$ cat config.mk
export PLATFORM = sky130hd
export DESIGN_NAME = pipe_ctrl
export DESIGN_NICKNAME = d
export VERILOG_FILES = /design/src/rtl/pipe_ctrl.sv
export SDC_FILE = /design/constraint.sdc
export NUM_CORES = 1
export LEC_CHECK = 0
export CAP_MARGIN = 20
export CORE_MARGIN = 2
export CORE_UTILIZATION = 49
export CTS_CLUSTER_DIAMETER = 60
export DETAILED_ROUTE_END_ITERATION = 8
export GPL_TIMING_DRIVEN = 0
export PLACE_DENSITY = 0.91
export RECOVER_POWER = 100
export SLEW_MARGIN = 20
export SYNTH_ARGS = -nofsm -noshare
export SYNTH_HDL_FRONTEND = slang
export SYNTH_SLANG_ARGS = --single-unit
$ cat constraint.sdc
create_clock -name clk -period 6.3 [get_ports clk]
set_input_delay 1.26 -clock clk [delete_from_list [all_inputs] [get_ports clk]]
set_output_delay 1.26 -clock clk [all_outputs]
set_load 0.02 [all_outputs]
$ cat src/rtl/pipe_ctrl.sv
// Pipeline control for the five-stage MIPS core: stall prioritisation, exception/eret/bus-timeout
// redirect sequencing with a one-cycle flush pulse, and a saturating stall-cycle counter.
module pipe_ctrl #(
   parameter logic [31:0] EXC_VECTOR  = 32'h8000_0180,
   parameter int          MEM_TIMEOUT = 16,
   parameter int          HOLDOFF     = 1
) (
   input  logic        clk,
   input  logic        rst,
   input  logic        stallreq_id,
   input  logic        stallreq_ex,
   input  logic        stallreq_mem,
   input  logic        excp_valid,
   input  logic [4:0]  excp_code,
   input  logic [31:0] mem_pc,
   input  logic        eret_valid,
   input  logic [31:0] cp0_epc,
   output logic [5:0]  stall,
   output logic        flush,
   output logic [31:0] new_pc,
   output logic        excp_commit,
   output logic [31:0] epc_o,
   output logic [4:0]  excp_code_o,
   output logic [31:0] stall_cnt
);

   typedef enum logic [1:0] {
      IDLE  = 2'd0,
      FLUSH = 2'd1,
      HOLD  = 2'd2
   } state_t;

   localparam logic [15:0] TMO_LAST = 16'(MEM_TIMEOUT - 1);
   localparam logic [3:0]  HOLD_LD  = 4'(HOLDOFF);
   localparam logic [4:0]  EXC_DBE  = 5'h07;

   state_t      state_q, state_d;
   logic [15:0] tmo_cnt_q, tmo_cnt_d;
   logic [3:0]  hold_cnt_q, hold_cnt_d;
   logic        flush_q, flush_d;
   logic [31:0] new_pc_q, new_pc_d;
   logic        excp_commit_q, excp_commit_d;
   logic [31:0] epc_q, epc_d;
   logic [4:0]  excp_code_q, excp_code_d;
   logic [31:0] stall_cnt_q, stall_cnt_d;

   logic        is_idle;
   logic        tmo_hit;
   logic        trig;
   logic [5:0]  req_stall;

   // Trigger detection and stall mapping; triggers only count in IDLE.
   always_comb begin
      is_idle = (state_q == IDLE);
      tmo_hit = is_idle && stallreq_mem && (tmo_cnt_q == TMO_LAST);
      trig    = is_idle && (excp_valid || tmo_hit || eret_valid);

      req_stall = 6'b000000;
      if (stallreq_mem)     req_stall = 6'b011111;
      else if (stallreq_ex) req_stall = 6'b001111;
      else if (stallreq_id) req_stall = 6'b000111;

      stall = req_stall;
      if (rst)                 stall = 6'b000000;
      else if (state_q == FLUSH) stall = 6'b000000;
      else if (trig)           stall = 6'b111111;
   end

   always_comb begin
      state_d       = state_q;
      tmo_cnt_d     = 16'd0;
      hold_cnt_d    = hold_cnt_q;
      flush_d       = 1'b0;
      excp_commit_d = 1'b0;
      new_pc_d      = new_pc_q;
      epc_d         = epc_q;
      excp_code_d   = excp_code_q;

      case (state_q)
         IDLE: begin
            if (trig) begin
               state_d = FLUSH;
               flush_d = 1'b1;
               if (excp_valid || tmo_hit) begin
                  new_pc_d      = EXC_VECTOR;
                  epc_d         = mem_pc;
                  excp_code_d   = excp_valid ? excp_code : EXC_DBE;
                  excp_commit_d = 1'b1;
               end else begin
                  new_pc_d = cp0_epc;
               end
            end else if (stallreq_mem) begin
               tmo_cnt_d = tmo_cnt_q + 16'd1;
            end
         end
         FLUSH: begin
            state_d    = HOLD;
            hold_cnt_d = HOLD_LD;
         end
         HOLD: begin
            hold_cnt_d = hold_cnt_q - 4'd1;
            if (hold_cnt_q <= 4'd1) begin
               state_d    = IDLE;
               hold_cnt_d = 4'd0;
            end
         end
         default: state_d = IDLE;
      endcase

      stall_cnt_d = stall_cnt_q;
      if (stall[0] && (stall_cnt_q != 32'hFFFF_FFFF)) stall_cnt_d = stall_cnt_q + 32'd1;
   end

   always_ff @(posedge clk or posedge rst) begin
      if (rst) begin
         state_q       <= IDLE;
         tmo_cnt_q     <= 16'd0;
         hold_cnt_q    <= 4'd0;
         flush_q       <= 1'b0;
         new_pc_q      <= 32'd0;
         excp_commit_q <= 1'b0;
         epc_q         <= 32'd0;
         excp_code_q   <= 5'd0;
         stall_cnt_q   <= 32'd0;
      end else begin
         state_q       <= state_d;
         tmo_cnt_q     <= tmo_cnt_d;
         hold_cnt_q    <= hold_cnt_d;
         flush_q       <= flush_d;
         new_pc_q      <= new_pc_d;
         excp_commit_q <= excp_commit_d;
         epc_q         <= epc_d;
         excp_code_q   <= excp_code_d;
         stall_cnt_q   <= stall_cnt_d;
      end
   end

   assign flush       = flush_q;
   assign new_pc      = new_pc_q;
   assign excp_commit = excp_commit_q;
   assign epc_o       = epc_q;
   assign excp_code_o = excp_code_q;
   assign stall_cnt   = stall_cnt_q;

endmodule

==> flow_summary_export.csv <==
group,metric,value,unit
outcome,status,"complete, but fails checks",
outcome,violations,"capacitance limit, slew limit",
clock_tree,clkSlewWorstSetupHoldPaths,0.06,ns
synthesis,ys.flop_type,"dfrtp_1",
clock_tree,cts_root_buffer,"clkbuf_8",
setup_path,start_kind,"input pin",
pwr,p_per_area,443,nW/µm²
route,drt_wl_total,15.6,mm
clock_tree,cts_tree,"done",
pwr,swShare,35.8,%
synthesis,ys_ff_latch,125,
sta,rsz0062_at_grt,"false",
clock_tree,cts_max_level,4,
layout,antennaDiodeCount,0,
clock_tree,ctsLongestPathBuffers,2,
floorplanning,io_pins,185,
sta,finClkSkew,0.00917,ns
floorplanning,fp.dieArea,11900,µm²
clock_tree,clkSinkCount,125,
global_routing,grt_max_degree,72,
floorplanning,die_y,109,µm
setup_path,crit_arrival,4.27,ns
clock_tree,holdBufCountCts,0,
placement,portBuffers,184,
sta,whs,0.461,ns
global_routing,grt_usage,27.3,%
layout,final_nets,714,
floorplanning,fp.dieW,109,µm
synthesis,synth_top_area_share,58.0,%
pwr,peakVddDrop,0.000265,V
synthesis,async_flop_share,100,%
pwr,p_int,2.25,mW
global_routing,overflow,0,
synthesis,synth_edf_count,0,
pwr,p_clk_share,27.0,%
clock_tree,cts_setup_buffers,0,
clock_tree,clk_latency,0.52,ns
synthesis,synth.avg_cell_area,12.7,µm²
synthesis,synth_cell_types,51,
sta,fin_setup_tns,0,ns
synthesis,yosysWarnings,0,
floorplanning,coreArea,10800,µm²
pwr,seqPwrFrac,34.4,%
hold_path,min_path_type,"reg2reg",
route,via_per_inst,5.56,
placement,gp_congestion,0.767,
global_routing,grt_antenna_before_repair,0,
synthesis,synthTopCellsByArea,"dfrtp_1 58%, a22o_1 4.7%, mux2_1 4.4%",
synthesis,syn-num-nets,510,
sta,hold_viol,0,
clock_tree,cts_buffers,17,
layout,drive_above_1_share,8.86,%
layout,fin_cells,783,
sta,slew_viol_final,128,
placement,placedCellCount,751,
floorplanning,num_rows,38,
setup_path,path_class,"in2out",
synthesis,synthTopCellsByCount,"125 x dfrtp_1, 29 x a22o_1, 27 x xnor2_1",
setup_path,end_kind,"output pin",
layout,areaGrowthSynthToFinish,46.6,%
synthesis,syn_inst,426,
sta,period_needed,5.53,ns
clock_tree,cts.repair.resized,0,
synthesis,synthesis.area,5400,µm²
synthesis,yosysTopAreaCell,"dfrtp_1",
sta,tightestPinTransition,2.41,ns
global_routing,grt_pass1_wl,24.2,mm
pwr,power_leakage,3.52,nW
setup_path,critPathRequiredTime,5.04,ns
route,drt-wirelength-per-cell,19.9,µm
floorplanning,initial_utilization,50.0,%
pwr,power.switching,1.25,mW
pwr,comb_power_share,38.6,%
route,via_count,4350,
sta,finalCritPeriodShare,87.7,%
synthesis,synth_most_common_cell,"dfrtp_1",
route,firstDrtPassIters,4,
sta,setup_viol,0,
route,ant_nets,0,
synthesis,yosysSeqAreaShare,58.0,%
flow_run,max_cap_violations,2,
setup_path,cp_max_fo,6,
route,route.detailed.drc,0,
placement,dp.final_hpwl,10.9,mm
route,first_iter_violations,214,
sta,slew-limit-headroom,-61.7,%
sta,clock.fmax,181,MHz
global_routing,grt_pass1_vias,4582,
==> critical path: stages <==
cell and delay, ns:
dlygate4sd3_1 0.63, o21a_1 0.24, o41ai_1 0.91, inv_1 0.34, buf_4 0.24, dlygate4sd3_1 0.64
==> path summary, 6_finish.rpt <==
kind / slack [ns] / startpoint / depth (start not counted) / to
worst min-delay path: 0.46 / tmo_cnt_q[0] / 1 / tmo_cnt_q[0]
worst min register to register: 0.46 / tmo_cnt_q[0] / 1 / tmo_cnt_q[0]
worst max-delay path: 0.77 / excp_valid / 6 / stall[1]
max in group asynchronous: 1.91 / rst / 3 / new_pc[21]
min in group asynchronous: 1.89 / rst / 2 / state_q[1]
worst max register to register: 3.24 / state_q[0] / 9 / stall_cnt[18]
==> kinds of logic (layout without fill, tap and decap cells) <==
kind of cell	count (synthesis)	after routing	share of synthesized area (%)
flops	125	125	58.0
simple gates	123	123	12.8
compound gates	60	60	9.57
xor+xnor	39	39	6.33
mux	38	38	7.90
buf+inv	33	250	3.57
fa+ha+maj	8	8	1.85
==> layout make-up <==
type	instances	area (µm²)
flip-flops and latches	125	3130
fillers	670	2880
multi-input cells	268	2040
repair buffers	185	1850
clock buffers	20	445
well taps	140	175
clock inverters	12	139
plain buffers	17	72.6
inverters	16	62.6
==> layer usage <==
| metal | vias to the layer above | part of all wire [%] | GRT usage [%] |
|---|---|---|---|
| li1 | 1950 | - | - |
| met1 | 2169 | 37 | 30.9 |
| met2 | 188 | 51 | 46.1 |
| met3 | 43 | 7.8 | 9.50 |
| met4 | 0 | 3.9 | 12.9 |
| met5 | - | 0 | 0 |
==> power by group through the flow <==
| stage | clock network [mW] | registers [mW] | logic [mW] |
|---|---|---|---|
| finish | 0.945 | 1.21 | 1.35 |
| global route | 1.00 | 1.23 | 1.44 |
| CTS | 0.963 | 1.21 | 1.48 |
| detailed placement | 0 | 1.22 | 1.46 |
| global placement | 0 | 1.19 | 1.41 |
| floorplan | 0 | 1.48 | 0.477 |
==> sequential cells by signal (all words and copies together), names as in the netlist, 2 cells and up <==
signal / count
epc_o: 32
excp_code_o: 5
hold_cnt_q: 4
new_pc: 32
stall_cnt: 32
state_q: 2
tmo_cnt_q: 16
==> layout by cell type, fill, tap and decap left out, types with 7 or more instances in the layout <==
master,netlist,final
xor2_1,12,12
clkdlybuf4s50_1,0,72
nor3_1,7,7
inv_1,15,14
dfrtp_1,125,125
clkinvlp_4,0,7
nand2_1,18,19
mux2_2,16,15
xnor2_1,27,27
a22o_1,29,29
nand4_1,15,15
and3_1,13,13
dlygate4sd3_1,0,112
clkbuf_16,0,16
ha_1,8,8
mux2_1,21,22
nor2_1,22,22
clkbuf_1,5,15
nand3_1,19,19
==> stage by stage <==
stage	cell area [µm²]	util [%]	total power, mW	setup slack (ns)
2_1_floorplan	5400	-	1.96	1.71
3_3_place_gp	7410	68.7	2.60	0.148
3_5_place_dp	7450	69.0	2.68	1.13
4_1_cts	8030	74.4	3.66	1.08
5_1_grt	7910	73.3	3.67	0.574
6_report	7910	73.3	3.50	0.774
No activity file was read; power rests on OpenSTA's default activity.
